`src/rtl/pipe_addsub_vr_if.sv`:
```
// Stream bundle for pipe_addsub_vr: operand beat in, result beat out,
// plus the pipeline occupancy flag. The master is the side that produces
// operands and consumes results; the slave is the adder pipeline.
interface pipe_addsub_vr_if #(
  parameter int WIDTH = 8
);
  logic             in_valid;
  logic             in_ready;
  logic [WIDTH-1:0] a;
  logic [WIDTH-1:0] b;
  logic             cin;
  logic             op_sub;
  logic             out_valid;
  logic             out_ready;
  logic [WIDTH:0]   sum;
  logic             busy;

  modport master (
    output in_valid, a, b, cin, op_sub, out_ready,
    input  in_ready, out_valid, sum, busy
  );

  modport slave (
    input  in_valid, a, b, cin, op_sub, out_ready,
    output in_ready, out_valid, sum, busy
  );
endinterface

```
`src/rtl/pipe_addsub_vr.sv`:
```
// Parametrised pipelined add/subtract with carry/borrow-in.
// Stage 1 registers the operands, stage 2 computes the full-precision
// WIDTH+1 result, stages 3..STAGES are pure delay. The whole pipe moves on
// one global advance (no bubble squeezing), so a stalled output freezes
// every stage and in_ready simply mirrors advance.
module pipe_addsub_vr #(
  parameter int WIDTH  = 8,
  parameter int STAGES = 3,
  parameter int SIGNED = 0
) (
  input  logic              clk,
  input  logic              rst_n,
  pipe_addsub_vr_if.slave   bus
);

  localparam int RW = WIDTH + 1;

  logic                      advance_s;
  logic [STAGES:1]           v_q;
  logic [WIDTH-1:0]          a_q;
  logic [WIDTH-1:0]          b_q;
  logic                      cin_q;
  logic                      op_sub_q;
  logic [STAGES:2][RW-1:0]   r_q;
  logic [RW-1:0]             r_d;
  logic [RW-1:0]             cin_ext_s;

  // Widen an operand to the result width (sign- or zero-extension).
  function automatic logic [RW-1:0] ext(input logic [WIDTH-1:0] x);
    logic [RW-1:0] y;
    if (SIGNED != 0) begin
      y = {x[WIDTH-1], x};
    end else begin
      y = {1'b0, x};
    end
    return y;
  endfunction

  assign advance_s = ~v_q[STAGES] | bus.out_ready;
  assign cin_ext_s = {{WIDTH{1'b0}}, cin_q};

  // Stage-2 arithmetic; wraps modulo 2^(WIDTH+1) by construction.
  always_comb begin
    r_d = '0;
    if (op_sub_q) begin
      r_d = ext(a_q) - ext(b_q) - cin_ext_s;
    end else begin
      r_d = ext(a_q) + ext(b_q) + cin_ext_s;
    end
  end

  // Valid shift chain plus stage-1 operand capture, all gated by advance.
  always_ff @(posedge clk or negedge rst_n) begin
    if (!rst_n) begin
      v_q      <= '0;
      a_q      <= '0;
      b_q      <= '0;
      cin_q    <= 1'b0;
      op_sub_q <= 1'b0;
    end else if (advance_s) begin
      v_q <= {v_q[STAGES-1:1], bus.in_valid};
      if (bus.in_valid) begin
        a_q      <= bus.a;
        b_q      <= bus.b;
        cin_q    <= bus.cin;
        op_sub_q <= bus.op_sub;
      end
    end
  end

  // Result and delay stages; a stage only loads when the stage feeding it
  // holds a valid beat, so bubbles leave the last result in place.
  always_ff @(posedge clk or negedge rst_n) begin
    if (!rst_n) begin
      r_q <= '0;
    end else if (advance_s) begin
      if (v_q[1]) begin
        r_q[2] <= r_d;
      end
      for (int k = 3; k <= STAGES; k++) begin
        if (v_q[k-1]) begin
          r_q[k] <= r_q[k-1];
        end
      end
    end
  end

  assign bus.in_ready  = advance_s;
  assign bus.out_valid = v_q[STAGES];
  assign bus.sum       = r_q[STAGES];
  assign bus.busy      = |v_q;

endmodule

```
`src/flat_wrapper.sv`:
```
// flat-port wrapper written by rule: the top's interface ports become plain ports
module pipe_addsub_vr_flat 
#(
  parameter int WIDTH  = 8,
  parameter int STAGES = 3,
  parameter int SIGNED = 0
)
  (clk, rst_n, bus_in_valid, bus_a, bus_b, bus_cin, bus_op_sub, bus_out_ready, bus_in_ready, bus_out_valid, bus_sum, bus_busy);
  pipe_addsub_vr_if #(.WIDTH(WIDTH)) bus_i ();
  input  logic clk;
  input  logic rst_n;
  input wire logic [$bits(bus_i.in_valid)-1:0] bus_in_valid;
  input wire logic [$bits(bus_i.a)-1:0] bus_a;
  input wire logic [$bits(bus_i.b)-1:0] bus_b;
  input wire logic [$bits(bus_i.cin)-1:0] bus_cin;
  input wire logic [$bits(bus_i.op_sub)-1:0] bus_op_sub;
  input wire logic [$bits(bus_i.out_ready)-1:0] bus_out_ready;
  output wire logic [$bits(bus_i.in_ready)-1:0] bus_in_ready;
  output wire logic [$bits(bus_i.out_valid)-1:0] bus_out_valid;
  output wire logic [$bits(bus_i.sum)-1:0] bus_sum;
  output wire logic [$bits(bus_i.busy)-1:0] bus_busy;
  assign bus_i.in_valid = bus_in_valid;
  assign bus_i.a = bus_a;
  assign bus_i.b = bus_b;
  assign bus_i.cin = bus_cin;
  assign bus_i.op_sub = bus_op_sub;
  assign bus_i.out_ready = bus_out_ready;
  assign bus_in_ready = bus_i.in_ready;
  assign bus_out_valid = bus_i.out_valid;
  assign bus_sum = bus_i.sum;
  assign bus_busy = bus_i.busy;
  pipe_addsub_vr #(.WIDTH(WIDTH), .STAGES(STAGES), .SIGNED(SIGNED)) u_core (.clk(clk), .rst_n(rst_n), .bus(bus_i));
endmodule
```
`config.mk`:
```
export PLATFORM = sky130hd
export DESIGN_NAME = pipe_addsub_vr_flat
export DESIGN_NICKNAME = d
export VERILOG_FILES = /design/src/rtl/pipe_addsub_vr_if.sv /design/src/rtl/pipe_addsub_vr.sv /design/src/flat_wrapper.sv
export SDC_FILE = /design/constraint.sdc
export NUM_CORES = 1
export LEC_CHECK = 0
export ABC_CLOCK_PERIOD_IN_PS = 2070
export CORE_MARGIN = 2
export CORE_UTILIZATION = 49
export CTS_CLUSTER_SIZE = 40
export DETAILED_ROUTE_END_ITERATION = 12
export HOLD_SLACK_MARGIN = 0.1
export PLACE_DENSITY = 0.76
export SLEW_MARGIN = 10
export SYNTH_ARGS = -nofsm -noshare
export SYNTH_HDL_FRONTEND = slang
export SYNTH_SLANG_ARGS = --single-unit
```
`constraint.sdc`:
```
create_clock -name clk -period 2.07 [get_ports clk]
set_input_delay 0.5175 -clock clk [delete_from_list [all_inputs] [get_ports clk]]
set_output_delay 0.5175 -clock clk [all_outputs]
set_load 0.05 [all_outputs]
```
* Yosys cells after proc, flatten, opt, wreduce, memory -nomap -nowiden
Index checks and enable logic that the tools add are counted.
Storage, ports and cells: bits in registers 39, bits of input ports 22, output and inout port bits 12
Cells by class: $add $sub $neg 4, multiplexer cells 5, bitwise gates (word level) 2, reductions and logical operators 4
Operator list (count):
- 9-bit 2-to-1 mux | 5
- 9-bit by 1-bit adder with 9-bit output | 1
- 9-bit adder | 1
- 9-bit by 1-bit subtractor with 9-bit output | 1
- 9-bit subtractor | 1
- 2-bit AND reduction | 3
- 3-bit OR reduction | 1
- 1-bit NOT | 1
- 1-bit OR | 1

* Logic depth before layout (Yosys ltp)
word-level depth 4, mapped depth 10, depth with buffers taken out 10

* Worst setup path before layout
No wires, ideal clock.
kind register -> register, start register u_core.cin_q, end register u_core.r_q[8] (netlist name), library setup time 0.118 ns, data arrival time 2.110 ns, data required time 1.952 ns, path slack -0.158 ns, stages on the path, launching flop included 9, path buffers 0, cell sequence dfrtp_1 -> fa_1 -> fa_1 -> a21boi_1 -> o211ai_1 -> a32oi_1 -> xor2_1 -> a221oi_1 -> a21o_1
On the way: word-level cells in the longest chain between the ends 2
Ends and longest elaborated chain:
- start, declared | line pipe_addsub_vr.sv:22 | logic cin_q;
- start signal, assigned | line pipe_addsub_vr.sv:65 | cin_q <= bus.cin;
- 9-bit by 1-bit adder with 9-bit output / 9-bit by 1-bit subtractor with 9-bit output (equally long branches) | line pipe_addsub_vr.sv:48, pipe_addsub_vr.sv:46
- 9-bit 2-to-1 mux (*) | line pipe_addsub_vr.sv:45 | if (op_sub_q) begin
- end signal, assigned by index | line pipe_addsub_vr.sv:82 | r_q[k] <= r_q[k-1];
- end, declared | line pipe_addsub_vr.sv:24 | logic [STAGES:2][RW-1:0] r_q;
Every way passes the cells marked *; elsewhere a longest branch is shown, timed or not. A chain may end at the register's enable or synchronous reset.

* Worst setup path in the final report
Same ends and word-level chain as after synthesis.

==> impl_metrics.py <==
metrics = {
    "drt": {
        "viasPerCell": 4.870,
        "wire_per_inst_um": 12.51,
        "via_count": 1646,
        "wirelength_um": 4229,
        "ant_nets": 0,
        "first_pass_iters": 4,
        "drt-initial-drc-count": 72,
        "drc_errors": 0,
    },
    "grt": {
        "grt_pass1_vias": 1621,
        "grt_max_degree": 40,
        "grtUsageTotal_pct": 17.69,
        "grt_pass1_wl_um": 7369,
        "grt_remaining_overflow": 0,
        "antenna_found_initial": 0,
    },
    "worst_setup_path": {
        "required_ps": 2250,
        "worstSetupStartpointType": "flip-flop",
        "crit_path_max_fanout": 3,
        "worstPathArrival_ps": 2460,
        "end_kind": "flip-flop",
        "path_cells": "fa_2, fa_2, a21boi_2, o211ai_1, a32oi_1, xor2_1, a221oi_1, a21o_1",
        "slowest_delay_ps": 420,
        "cpMostUsedCell": "fa_2",
        "crit_slowest_cell": "dfrtp_1",
        "crit_type": "reg -> reg",
    },
    "synthesis": {
        "synthXorXnorAreaFrac_pct": 5.044,
        "synth-simple-area-share_pct": 5.616,
        "synth_top_family_by_area": "multiplexers",
        "async_flop_share_pct": 100.0,
        "synth_compound_area_share_pct": 10.45,
        "syn_inst": 219,
        "synthTopCellsByCount": "39 x dfrtp_1, 30 x inv_1, 29 x mux2_2",
        "ys_top_cells_by_area": "dfrtp_1 41%, mux2_2 14%, ha_1 11%",
        "synth_adder_area_share_pct": 14.25,
        "yosysMostFrequentCell": "dfrtp_1",
        "yosysTopAreaCell": "dfrtp_1",
        "synth_cell_type_count": 39,
        "ys_seq_area_share_pct": 40.56,
        "synthMuxAreaShare_pct": 15.24,
        "syn_avg_cell_area_um2": 10.99,
        "yosysTopAreaCellShare_pct": 40.56,
        "syn_nets": 266,
        "syn_area_mm2": 0.002406,
        "ys_seq_elements": 39,
        "synth_edf_count": 0,
        "yosysWarnings": 0,
        "synthFlopType": "dfrtp_1",
    },
    "cts": {
        "worst_skew_pair.late_latency_ps": 290,
        "clock_tree.root_cell": "clkbuf_8",
        "cts_buffers": 5,
        "htree_levels": 2,
        "cts_tree": "done",
        "cts.sink_count": 39,
        "cts_hold_buf": 0,
        "cts_buffer_depth": 2,
        "clkTransAtPathRegs_ps": 70,
    },
    "floorplan": {
        "die_w_um": 74.08,
        "core_area_mm2": 0.004723,
        "die_area_mm2": 0.005487,
        "start_util_pct": 50.94,
        "rows": 25,
        "io_pins": 34,
        "fp.dieH_um": 74.08,
    },
    "layout": {
        "num_antenna_cells": 0,
        "area_growth_syn_to_layout_pct": 28.86,
        "layout.nets": 318,
        "drive_gt1_share_pct": 32.10,
        "stdcell_count": 338,
    },
    "pwr": {
        "p_sw_w": 0.001956,
        "seqPwrFrac_pct": 26.3,
        "fin_total_pwr_w": 0.004750,
        "power_switching_share_pct": 41.18,
        "power.leakage_nw": 1.447,
        "power_frac_comb_pct": 63.0,
        "p_int_w": 0.002794,
        "ir_drop_uv": 719.9,
        "clockPowerShare_pct": 10.7,
        "powerDensity_mw_per_mm2": 1532,
    },
    "sta": {
        "tightest_slew_ps": 573.9,
        "fin_skew_ps": 3.489,
        "grt_setup_unrepaired": "yes",
        "finalCriticalPeriod_ps": 2277,
        "setup_ws_ps": -207.2,
        "setup-violations-final": 6,
        "whs_ps": 260.2,
        "finalCritPeriodShare_pct": 110.0,
        "final_hold_viol_count": 0,
        "slew_headroom_pct": 61.74,
        "fmax_mhz": 439.1,
        "final_max_slew_viol_count": 0,
    },
    "hold_path": {
        "hp-class": "in -> async",
    },
    "run_status": {
        "violations": "setup timing",
        "outcome": "finished, violations left",
    },
    "flow_run": {
        "drv_cap": 0,
    },
    "placed_design": {
        "numPortBuffers": 33,
        "pre_cts_ws_ps": -180.6,
        "hpwl_um": 3300,
        "place_congestion": 0.9268,
        "dp.cells": 328,
    },
}
timing repair:
action | 4_1_cts | 5_1_grt
endpoints found under the hold margin | 0 | 0
setup buffers | 1 | 2
resized for setup | 8 | 6
setup endpoints to repair | 5 | 6
pin swaps | 9 | 7
gates cloned | 0 | 0
critical path, delay by kind of cell, from the launching register on:
| family | cells | cell delay [ps] |
|---|---|---|
| flops | 1 | 420 |
| xor+xnor | 1 | 180 |
| compound gates | 5 | 810 |
| fa+ha+maj | 2 | 780 |
final timing paths:
path                            endpoint  depth (start not counted)           from  slack, ps
min                        u_core.b_q[4]                          2          rst_n        260
max in group asynchronous  u_core.b_q[3]                          2          rst_n       1460
max reg2reg                u_core.r_q[8]                          8   u_core.cin_q       -210
min reg2reg                u_core.r_q[0]                          2  u_core.r_q[0]        480
max                        u_core.r_q[8]                          8   u_core.cin_q       -210
min in group clk           u_core.r_q[0]                          2  u_core.r_q[0]        480
area by class of cell:
| cell class | instances | area [um2] |
|---|---|---|
| clock buffers | 6 | 82.58 |
| clock inverters | 1 | 5.005 |
| fillers | 368 | 1623 |
| inverters | 30 | 112.6 |
| multi-input cells | 135 | 1292 |
| flip-flops and latches | 39 | 975.9 |
| well taps | 67 | 83.83 |
| repair buffers | 60 | 548.0 |
power groups by stage:
stage                     registers [W]  logic [W]  clock network [W]
after detailed placement        0.00127    0.00287                  0
after floorplan                 0.00122    0.00215                  0
final                           0.00125    0.00299           0.000508
after CTS                       0.00125    0.00295           0.000528
after global routing            0.00130    0.00329           0.000564
after global placement          0.00125    0.00281                  0
routing by layer:
layer / vias up / global-route usage [%] / wire length (um) / share of wire [%]
li1: 825 / - / - / -
met1: 782 / 22.76 / 1939 / 46
met2: 33 / 30.06 / 2109 / 50
met3: 6 / 3.252 / 117 / 2.8
met4: 0 / 6.061 / 62 / 1.5
met5: - / 0 / 0 / 0
logic make-up (layout without fill, tap and decap cells):
group | after synthesis | count (layout)
buffers and inverters | 45 | 97
DFF | 39 | 39
AOI/OAI and AO/OA | 33 | 33
muxes | 33 | 33
and+or+nand+nor | 31 | 31
adders and majority gates | 25 | 25
xor gates and xnor gates | 13 | 13
metrics by stage:
step                utilization (%)  cell area [um2]  TNS [ps]
floorplan                         -             2440    -14.40
global placement              62.44             2949    -293.2
detailed placement            62.44             2949    -732.8
CTS                           65.06             3073    -594.3
global route                  65.64             3100     -1661
finish                        65.64             3100    -910.4
state kept, by name (all words and copies together), names as in the netlist:
register	flops
u_core.bus.sum	9
u_core.op_sub_q	1
u_core.r_q	9
u_core.b_q	8
u_core.v_q	3
u_core.a_q	8
u_core.cin_q	1
placed cells by master (no fill, tap or decap), drive strengths merged, types with 2 or more instances in the layout:
master / n
a21o: 2
a21oi: 6
a221oi: 3
buf: 30
clkbuf: 6
clkdlybuf4s50: 30
dfrtp: 39
fa: 4
ha: 21
inv: 30
mux2: 29
mux2i: 4
nand2: 15
nor2: 9
o211ai: 2
o21ai: 11
xnor2: 10
xor2: 3
No activity file was read; power rests on OpenSTA's default activity.
